File: src/rtl/iir_mac_sequencer_if.sv
// Control bundle between the IIR section sequencer and its coefficient mux, delay lines and MAC.
// The master side raises sample/update requests; the slave side (the sequencer) drives control.
interface iir_mac_sequencer_if #(
   parameter int SEL_W = 2
);
   logic             ic_val_sample;
   logic             ic_upd_a;
   logic             ic_upd_b;
   logic             oc_val_coef_a;
   logic             oc_val_coef_b;
   logic [SEL_W-1:0] oc_coef_sel;
   logic             oc_sel_a_b;
   logic [SEL_W-1:0] oc_tap_sel;
   logic             oc_tap_a_b;
   logic             oc_mac_en;
   logic             oc_mac_clr;
   logic             oc_shift;
   logic             oc_val_out;
   logic             oc_busy;
   logic             oc_upd_pend;
   logic             oc_overrun;

   modport master (
      output ic_val_sample, ic_upd_a, ic_upd_b,
      input  oc_val_coef_a, oc_val_coef_b, oc_coef_sel, oc_sel_a_b, oc_tap_sel, oc_tap_a_b,
      input  oc_mac_en, oc_mac_clr, oc_shift, oc_val_out, oc_busy, oc_upd_pend, oc_overrun
   );

   modport slave (
      input  ic_val_sample, ic_upd_a, ic_upd_b,
      output oc_val_coef_a, oc_val_coef_b, oc_coef_sel, oc_sel_a_b, oc_tap_sel, oc_tap_a_b,
      output oc_mac_en, oc_mac_clr, oc_shift, oc_val_out, oc_busy, oc_upd_pend, oc_overrun
   );
endinterface

File: src/rtl/iir_mac_sequencer.sv
// Sequences one time-multiplexed IIR section: b0..bN then a1..aN through the coefficient mux,
// MAC/tap control one cycle behind, and coefficient-bank loads held off until the section is idle.
module iir_mac_sequencer #(
   parameter int ORDER_IIR = 2,
   parameter int SEL_W     = $clog2(ORDER_IIR + 1)
) (
   input logic              ic_clk,
   input logic              ic_rst_n,
   iir_mac_sequencer_if.slave bus
);

   typedef enum logic [2:0] {IDLE, RUN_B, RUN_A, DRAIN, DONE} state_t;

   localparam logic [SEL_W-1:0] K_B_LAST = SEL_W'(ORDER_IIR);
   localparam logic [SEL_W-1:0] K_A_LAST = SEL_W'(ORDER_IIR - 1);

   state_t           state;
   logic [SEL_W-1:0] k;
   logic             pend_a;
   logic             pend_b;
   logic             load_ok;
   logic             ld_a;
   logic             ld_b;
   logic             pend_a_n;
   logic             pend_b_n;

   // Loads are decided in DONE so the strobe lands in the first IDLE cycle; in IDLE a sample wins.
   always_comb begin
      load_ok  = (state == DONE) || (state == IDLE && !bus.ic_val_sample);
      ld_a     = load_ok && pend_a;
      ld_b     = load_ok && pend_b;
      pend_a_n = (pend_a && !ld_a) || bus.ic_upd_a;
      pend_b_n = (pend_b && !ld_b) || bus.ic_upd_b;
   end

   always_ff @(posedge ic_clk or negedge ic_rst_n) begin
      if (!ic_rst_n) begin
         state             <= IDLE;
         k                 <= '0;
         pend_a            <= 1'b0;
         pend_b            <= 1'b0;
         bus.oc_val_coef_a <= 1'b0;
         bus.oc_val_coef_b <= 1'b0;
         bus.oc_coef_sel   <= '0;
         bus.oc_sel_a_b    <= 1'b0;
         bus.oc_tap_sel    <= '0;
         bus.oc_tap_a_b    <= 1'b0;
         bus.oc_mac_en     <= 1'b0;
         bus.oc_mac_clr    <= 1'b0;
         bus.oc_shift      <= 1'b0;
         bus.oc_val_out    <= 1'b0;
         bus.oc_busy       <= 1'b0;
         bus.oc_upd_pend   <= 1'b0;
         bus.oc_overrun    <= 1'b0;
      end else begin
         pend_a            <= pend_a_n;
         pend_b            <= pend_b_n;
         bus.oc_val_coef_a <= ld_a;
         bus.oc_val_coef_b <= ld_b;
         bus.oc_upd_pend   <= pend_a_n || pend_b_n || ld_a || ld_b;
         bus.oc_overrun    <= bus.ic_val_sample && (state != IDLE);
         // Tap/MAC path replays the select issued one cycle earlier, matching the mux register.
         bus.oc_mac_en     <= (state == RUN_B) || (state == RUN_A);
         bus.oc_mac_clr    <= (state == RUN_B) && (k == '0);
         bus.oc_tap_sel    <= bus.oc_coef_sel;
         bus.oc_tap_a_b    <= bus.oc_sel_a_b;
         bus.oc_val_out    <= 1'b0;
         bus.oc_shift      <= 1'b0;
         case (state)
            IDLE: begin
               if (bus.ic_val_sample) begin
                  state           <= RUN_B;
                  k               <= '0;
                  bus.oc_coef_sel <= '0;
                  bus.oc_sel_a_b  <= 1'b0;
                  bus.oc_busy     <= 1'b1;
               end
            end
            RUN_B: begin
               if (k == K_B_LAST) begin
                  state           <= RUN_A;
                  k               <= '0;
                  bus.oc_coef_sel <= '0;
                  bus.oc_sel_a_b  <= 1'b1;
               end else begin
                  k               <= k + 1'b1;
                  bus.oc_coef_sel <= k + 1'b1;
               end
            end
            RUN_A: begin
               if (k == K_A_LAST) begin
                  state           <= DRAIN;
                  k               <= '0;
                  bus.oc_coef_sel <= '0;
                  bus.oc_sel_a_b  <= 1'b0;
               end else begin
                  k               <= k + 1'b1;
                  bus.oc_coef_sel <= k + 1'b1;
               end
            end
            DRAIN: begin
               state          <= DONE;
               bus.oc_val_out <= 1'b1;
               bus.oc_shift   <= 1'b1;
            end
            DONE: begin
               state       <= IDLE;
               bus.oc_busy <= 1'b0;
            end
            default: begin
               state       <= IDLE;
               k           <= '0;
               bus.oc_busy <= 1'b0;
            end
         endcase
      end
   end

endmodule
File: src/flat_wrapper.sv
// flat-port wrapper written by rule: the top's interface ports become plain ports
module iir_mac_sequencer_flat 
#(
   parameter int ORDER_IIR = 2,
   parameter int SEL_W     = $clog2(ORDER_IIR + 1)
)
  (ic_clk, ic_rst_n, bus_ic_val_sample, bus_ic_upd_a, bus_ic_upd_b, bus_oc_val_coef_a, bus_oc_val_coef_b, bus_oc_coef_sel, bus_oc_sel_a_b, bus_oc_tap_sel, bus_oc_tap_a_b, bus_oc_mac_en, bus_oc_mac_clr, bus_oc_shift, bus_oc_val_out, bus_oc_busy, bus_oc_upd_pend, bus_oc_overrun);
  iir_mac_sequencer_if #(.SEL_W(SEL_W)) bus_i ();
  input logic ic_clk;
  input logic ic_rst_n;
  input wire logic [$bits(bus_i.ic_val_sample)-1:0] bus_ic_val_sample;
  input wire logic [$bits(bus_i.ic_upd_a)-1:0] bus_ic_upd_a;
  input wire logic [$bits(bus_i.ic_upd_b)-1:0] bus_ic_upd_b;
  output wire logic [$bits(bus_i.oc_val_coef_a)-1:0] bus_oc_val_coef_a;
  output wire logic [$bits(bus_i.oc_val_coef_b)-1:0] bus_oc_val_coef_b;
  output wire logic [$bits(bus_i.oc_coef_sel)-1:0] bus_oc_coef_sel;
  output wire logic [$bits(bus_i.oc_sel_a_b)-1:0] bus_oc_sel_a_b;
  output wire logic [$bits(bus_i.oc_tap_sel)-1:0] bus_oc_tap_sel;
  output wire logic [$bits(bus_i.oc_tap_a_b)-1:0] bus_oc_tap_a_b;
  output wire logic [$bits(bus_i.oc_mac_en)-1:0] bus_oc_mac_en;
  output wire logic [$bits(bus_i.oc_mac_clr)-1:0] bus_oc_mac_clr;
  output wire logic [$bits(bus_i.oc_shift)-1:0] bus_oc_shift;
  output wire logic [$bits(bus_i.oc_val_out)-1:0] bus_oc_val_out;
  output wire logic [$bits(bus_i.oc_busy)-1:0] bus_oc_busy;
  output wire logic [$bits(bus_i.oc_upd_pend)-1:0] bus_oc_upd_pend;
  output wire logic [$bits(bus_i.oc_overrun)-1:0] bus_oc_overrun;
  assign bus_i.ic_val_sample = bus_ic_val_sample;
  assign bus_i.ic_upd_a = bus_ic_upd_a;
  assign bus_i.ic_upd_b = bus_ic_upd_b;
  assign bus_oc_val_coef_a = bus_i.oc_val_coef_a;
  assign bus_oc_val_coef_b = bus_i.oc_val_coef_b;
  assign bus_oc_coef_sel = bus_i.oc_coef_sel;
  assign bus_oc_sel_a_b = bus_i.oc_sel_a_b;
  assign bus_oc_tap_sel = bus_i.oc_tap_sel;
  assign bus_oc_tap_a_b = bus_i.oc_tap_a_b;
  assign bus_oc_mac_en = bus_i.oc_mac_en;
  assign bus_oc_mac_clr = bus_i.oc_mac_clr;
  assign bus_oc_shift = bus_i.oc_shift;
  assign bus_oc_val_out = bus_i.oc_val_out;
  assign bus_oc_busy = bus_i.oc_busy;
  assign bus_oc_upd_pend = bus_i.oc_upd_pend;
  assign bus_oc_overrun = bus_i.oc_overrun;
  iir_mac_sequencer #(.ORDER_IIR(ORDER_IIR), .SEL_W(SEL_W)) u_core (.ic_clk(ic_clk), .ic_rst_n(ic_rst_n), .bus(bus_i));
endmodule
File: config.mk
export PLATFORM = sky130hd
export DESIGN_NAME = iir_mac_sequencer_flat
export DESIGN_NICKNAME = d
export VERILOG_FILES = /design/src/rtl/iir_mac_sequencer_if.sv /design/src/rtl/iir_mac_sequencer.sv /design/src/flat_wrapper.sv
export SDC_FILE = /design/constraint.sdc
export NUM_CORES = 1
export LEC_CHECK = 0
export CORE_ASPECT_RATIO = 2
export CORE_MARGIN = 3
export CORE_UTILIZATION = 26
export DETAILED_ROUTE_END_ITERATION = 12
export HOLD_SLACK_MARGIN = 0.12
export MAX_ROUTING_LAYER = met4
export SYNTH_ARGS = -nofsm -noshare
export SYNTH_HDL_FRONTEND = slang
export SYNTH_SLANG_ARGS = --single-unit
File: constraint.sdc
create_clock -name ic_clk -period 1.8 [get_ports ic_clk]
set_clock_uncertainty 0.1 [all_clocks]
set_input_delay 0.36 -clock ic_clk [delete_from_list [all_inputs] [get_ports ic_clk]]
set_output_delay 0.36 -clock ic_clk [all_outputs]
set_load 0.02 [all_outputs]
; Word-level counts from Yosys, hierarchy flattened
; Cells that the tools add are included.
[op_classes]
mux = 16
bitwise = 2
reduce_logical = 28
add_sub_neg = 1
eq_ne = 9
[op_table]
columns = operator, n
row1 = 3-bit case mux with 4 select lines, 1
row2 = 3-bit two-way mux, 3
row3 = 2-bit case mux with 4 select lines, 1
row4 = 1-bit logical AND, 7
row5 = 1-bit logical OR, 7
row6 = "3-bit by 2-bit equality test with 1-bit output, second input constant", 2
row7 = 2-bit two-way mux, 3
row8 = "2-bit != test, second input constant", 3
row9 = 2-bit case mux with 3 select lines, 1
row10 = 2-bit AND reduction, 3
row11 = 3-bit nonzero test, 2
row12 = 1-bit two-way mux, 5
row13 = 4-bit AND reduction, 1
row14 = "3-bit by 1-bit equality test with 1-bit output, second input constant", 1
row15 = "3-bit equality test, second input constant", 1
row16 = 1-bit zero test, 3
row17 = 3-bit zero test, 1
row18 = 1-bit case mux with 3 select lines, 1
row19 = 3-bit AND reduction, 1
row20 = 3-bit OR reduction, 1
row21 = "2-bit by 1-bit adder with 2-bit output, second input constant", 1
row22 = "2-bit by 1-bit equality test with 1-bit output, second input constant", 1
row23 = "2-bit equality test, second input constant", 1
row24 = 2-bit zero test, 1
row25 = 3 further kinds, 4
[totals]
input_bits = 5
reg_bits = 21
wordCells = 72
out_inout_bits = 15

; Longest topological paths before layout
; Gate-level depths: netlist (run 1).
[depth]
ltp_word = 10
mapped_depth = 4
depth_no_buf = 3

; Worst setup path before layout (run 1)
; OpenSTA, ideal clock, no wires.
[synth_timing]
path_type = register to register
startpoint = register u_core.state[0]
endpoint = register u_core.state[0]
period_less_slack_ps = 1270
slack_ps = 530
t_required_ps = 1627
arrival_ps = 1097
setup_ps = 73
stages_incl_launch_ff = 5
n_path_buf = 1
cell_sequence = dfrtp_1 -> buf_6 -> nand2b_4 -> or3b_1 -> a21oi_2
[synth_via]
elab_chain_len = 3
elab_cells_between_ends = 9
cone_classes = 6 x eq/ne / 1 x mux / 2 x reduce/logical
[synth_lines]
columns = item, line
row1 = from (decl), iir_mac_sequencer.sv:17  ; state_t state;
row2 = from (signal assigned), iir_mac_sequencer.sv:38  ; state <= IDLE;
row3 = from (signal assigned), iir_mac_sequencer.sv:72  ; state <= RUN_B;
row4 = from (signal assigned), iir_mac_sequencer.sv:81  ; state <= RUN_A;
row5 = "3-bit by 1-bit equality test with 1-bit output, or another cell as far along", iir_mac_sequencer.sv:69  ; case (state)
row6 = 2-bit != test (no line), n/a
row7 = 3-bit AND reduction (no line), n/a
; Several ways; a longest one is shown, not always the timed one.
; A chain may end at the register's enable or synchronous reset.

; Worst setup path after layout (run 1)
[layout_timing]
startpoint = register u_core.bus.oc_sel_a_b
endpoint = output bus_oc_sel_a_b
[layout_lines]
columns = item, line
row1 = from (decl), iir_mac_sequencer_if.sv:31  ; output oc_val_coef_a, oc_val_coef_b, oc_coef_sel, oc_sel_a_b, oc_tap_sel, oc_tap_a_b,
row2 = from (signal assigned), iir_mac_sequencer.sv:45  ; bus.oc_sel_a_b <= 1'b0;
row3 = from (signal assigned), iir_mac_sequencer.sv:75  ; bus.oc_sel_a_b <= 1'b0;
row4 = from (signal assigned), iir_mac_sequencer.sv:84  ; bus.oc_sel_a_b <= 1'b1;
row5 = to (decl), flat_wrapper.sv:17  ; output wire logic [$bits(bus_i.oc_sel_a_b)-1:0] bus_oc_sel_a_b;
; No word-level cell between the ends.

==> results.json, run 1 <==
{
  "n_antenna_cell": 0,
  "p_int_mw": 1.33,
  "comb_power_share_pct": 45.1,
  "hold_viol_final": 0,
  "worstHoldPathType": "reg -> reg",
  "n_fill_cell": 319,
  "syn_avg_cell_area_sq_um": 12.2,
  "dr.pass1.iters": 4,
  "finalNetCount": 100,
  "grt_util_met2_pct": 17.7,
  "drive_gt1_share_pct": 12.8,
  "post-route-period-util_pct": 96.5,
  "ys_seq_area_share_pct": 58.9,
  "drv_cap": 0,
  "p_seq_share_pct": 40.4,
  "cts_buffers": 3,
  "regArea_sq_um": 526,
  "grt_pass1_vias": 649,
  "die_w_microns": 47.4,
  "wl_microns": 1790,
  "cp-end-kind": "primary output",
  "grt_first_pass_wirelength_microns": 2970,
  "via_per_inst": 4.87,
  "pin_count": 20,
  "cts_tree": "done",
  "period_needed_ns": 1.74,
  "relSlewSlack_pct": 71.8,
  "worst_ep_required_time_ns": 1.34,
  "cpLargestDelayFamily": "buffers and inverters",
  "worstPathCellList": "clkdlybuf4s50_1",
  "cp.arrival_ns": 1.28,
  "initial_core_util_pct": 27.6,
  "synth-seq-cells": 21,
  "core_area_sq_um": 3230,
  "final_cell_area_sq_um": 1150,
  "crit_slowest_cell": "clkdlybuf4s50_1",
  "cp_max_fo": 4,
  "htreeDepth": 1,
  "fp-row-count": 29,
  "vias": 609,
  "grtUsageMet1_pct": 10.1,
  "ir_drop_uv": 978,
  "fin_tns_setup_ns": 0,
  "clk_latency_ns": 0.26,
  "syn_area_sq_um": 892,
  "cts_hold_buffers": 0,
  "synth_nets": 78,
  "die_y_microns": 88.8,
  "yosys_warnings": 0,
  "clock.fmax_mhz": 576,
  "hpwl_microns": 1350,
  "post_cts_buffers": 0,
  "status": "completed",
  "final_antenna_net_count": 0,
  "wl_per_cell_microns": 14.3,
  "cp_slowest_stage_delay_ns": 0.62,
  "p_sw_share_pct": 37.8,
  "dpl_cell_area_sq_um": 1100,
  "netSwitchingPower_mw": 0.807,
  "setup_viol": 0,
  "rsz0062_at_grt": "no",
  "root_buffer": "clkbuf_8",
  "power_leakage_nw": 0.509,
  "ys.flop_type": "dfrtp_1",
  "power.density_nw_per_um2": 1860,
  "drt_iter0_drc": 13,
  "place_congestion": 0.770,
  "worst_pin_slew_ns": 0.422,
  "antenna_found_initial": 0,
  "async_reset_ff_share_pct": 100,
  "synth_cells": 73,
  "io_buffers": 19,
  "overflow": 0,
  "path_clk_slew_ns": 0.07,
  "ys_types": 29,
  "cts_sinks": 21,
  "syn_to_final_growth_pct": 28.5,
  "cts_resized": 0,
  "dieArea_sq_um": 4210,
  "top_usage_layer": "met2",
  "synth_edf_count": 0,
  "grt_usage_pct": 10.5,
  "cp-start-kind": "flop",
  "clock_power_share_pct": 14.5,
  "path_class": "reg -> out",
  "cts_buffer_depth": 2,
  "drcViolationCount": 0,
  "multiInputGateArea_sq_um": 317,
  "maxSlewViolCount": 0,
  "grt_start_max_net_pins": 22,
  "cp.buffers_inverters": 1,
  "use_met3_pct": 2.04
}
[cells in the final DEF (no fill, tap or decap)]
master           netlist  routed
dfrtp_1               21      21
clkdlybuf4s50_1        0      19
nor2_1                 7       7
a21oi_1                5       5
a21o_1                 4       4
clkbuf_8               0       3
buf_4                  2       3
nand2b_4               2       2
nand2_1                2       2
inv_1                  2       2
o21ai_0                2       2
nor2b_1                2       2
and2_1                 2       2
a211o_1                2       2
o22ai_1                2       2
nand4bb_1              2       2
nor4_2                 1       1
or2_4                  1       1
or4_1                  1       1
or3b_1                 1       1
a21oi_2                1       1
o211ai_2               1       1
a22o_1                 1       1
xnor2_1                1       1
and3_1                 1       1
nand2b_1               1       1
nor4b_1                1       1
nand3b_1               1       1
o211ai_1               1       1
clkbuf_1               0       1
[worst reg2reg max path, stage by stage, from the launching register on]
cell and delay, ns:
dfrtp_1 0.53, nand2b_4 0.22, or3b_1 0.37, a21oi_2 0.12
[cells in the mapped netlist, types with 2 or more instances]
cell type | n | area (sq um)
dfrtp_1 | 21 | 526
nor2_1 | 7 | 26.3
a21oi_1 | 5 | 25.0
a21o_1 | 4 | 30.0
a211o_1 | 2 | 17.5
and2_1 | 2 | 12.5
buf_4 | 2 | 15.0
buf_6 | 2 | 22.5
inv_1 | 2 | 7.51
nand2_1 | 2 | 7.51
nand2b_4 | 2 | 27.5
nand4bb_1 | 2 | 22.5
nor2b_1 | 2 | 12.5
o21ai_0 | 2 | 10.0
o22ai_1 | 2 | 12.5
[metrics by stage]
| stage | setup slack [ns] | utilization (%) | hold slack, ns | instances | power (mW) |
|---|---|---|---|---|---|
| detailed placement | 0.174 | 34.1 | 0.297 | 121 | 1.85 |
| finish | 0.0637 | 35.5 | 0.308 | 125 | 2.13 |
| CTS | 0.0546 | 35.5 | 0.314 | 125 | 2.16 |
| floorplan | 0.530 | - | -0.0356 | 73 | 1.50 |
| global placement | 0.208 | 34.1 | 0.296 | 121 | 1.83 |
| global route | 0.0297 | 35.5 | 0.331 | 125 | 2.28 |
[power by group through the flow]
stage	Sequential (mW)	Clock [mW]	Combinational [mW]
2_1_floorplan	0.920	0	0.584
3_3_place_gp	0.859	0	0.972
3_5_place_dp	0.869	0	0.980
4_1_cts	0.862	0.317	0.981
5_1_grt	0.895	0.334	1.05
6_report	0.860	0.310	0.961
[sequential cells by signal, summed over array words and instances, names as in the netlist]
name                      count
u_core.bus.oc_val_coef_b      1
u_core.bus.oc_overrun         1
u_core.bus.oc_sel_a_b         1
u_core.bus.oc_tap_a_b         1
u_core.bus.oc_shift           1
u_core.bus.oc_mac_clr         1
u_core.bus.oc_val_coef_a      1
u_core.k                      2
u_core.bus.oc_mac_en          1
u_core.bus.oc_tap_sel         2
u_core.pend_a                 1
u_core.pend_b                 1
u_core.bus.oc_busy            1
u_core.bus.oc_upd_pend        1
u_core.bus.oc_coef_sel        2
u_core.state                  3
[path summary, 6_finish.rpt]
check	start	end	slack [ns]	cells after the start
worst max-delay path	u_core.bus.oc_sel_a_b	bus_oc_sel_a_b	0.06	1
worst min-delay path	u_core.bus.oc_coef_sel[1]	u_core.bus.oc_tap_sel[1]	0.31	0
worst max register to register	u_core.state[0]	u_core.state[0]	0.39	3
worst min register to register	u_core.bus.oc_coef_sel[1]	u_core.bus.oc_tap_sel[1]	0.31	0
max in group asynchronous	ic_rst_n	u_core.k[1]	1.05	2
min in group asynchronous	ic_rst_n	u_core.state[2]	0.34	2
[layout make-up]
type / instances / share of cell area (%)
tap: 31 / 3.38
timing repair buffer: 22 / 18.6
multi-input combinational: 45 / 27.6
sequential: 21 / 45.9
inverter: 2 / 0.655
clock buffer: 4 / 3.93
[routing by layer]
metal | up-vias | share of wire (%)
met4 | 0 | 3.2
met2 | 16 | 58
met3 | 5 | 4.0
met1 | 296 | 35
li1 | 292 | -
met5 | - | 0
[cell families after synthesis]
group           synth area share (%)
compound gates                  14.9
xor+xnor                       0.982
buf+inv                         5.61
flops                           58.9
simple gates                    19.6
Note: power is estimated with default switching activity, not from simulation.
==> inputs of run 2 (changes only) <==
Settings changed: ABC_CLOCK_PERIOD_IN_PS set to 1800.
==> results of run 2 <==
Final layout, timing and power as in run 1 (identical DEF).
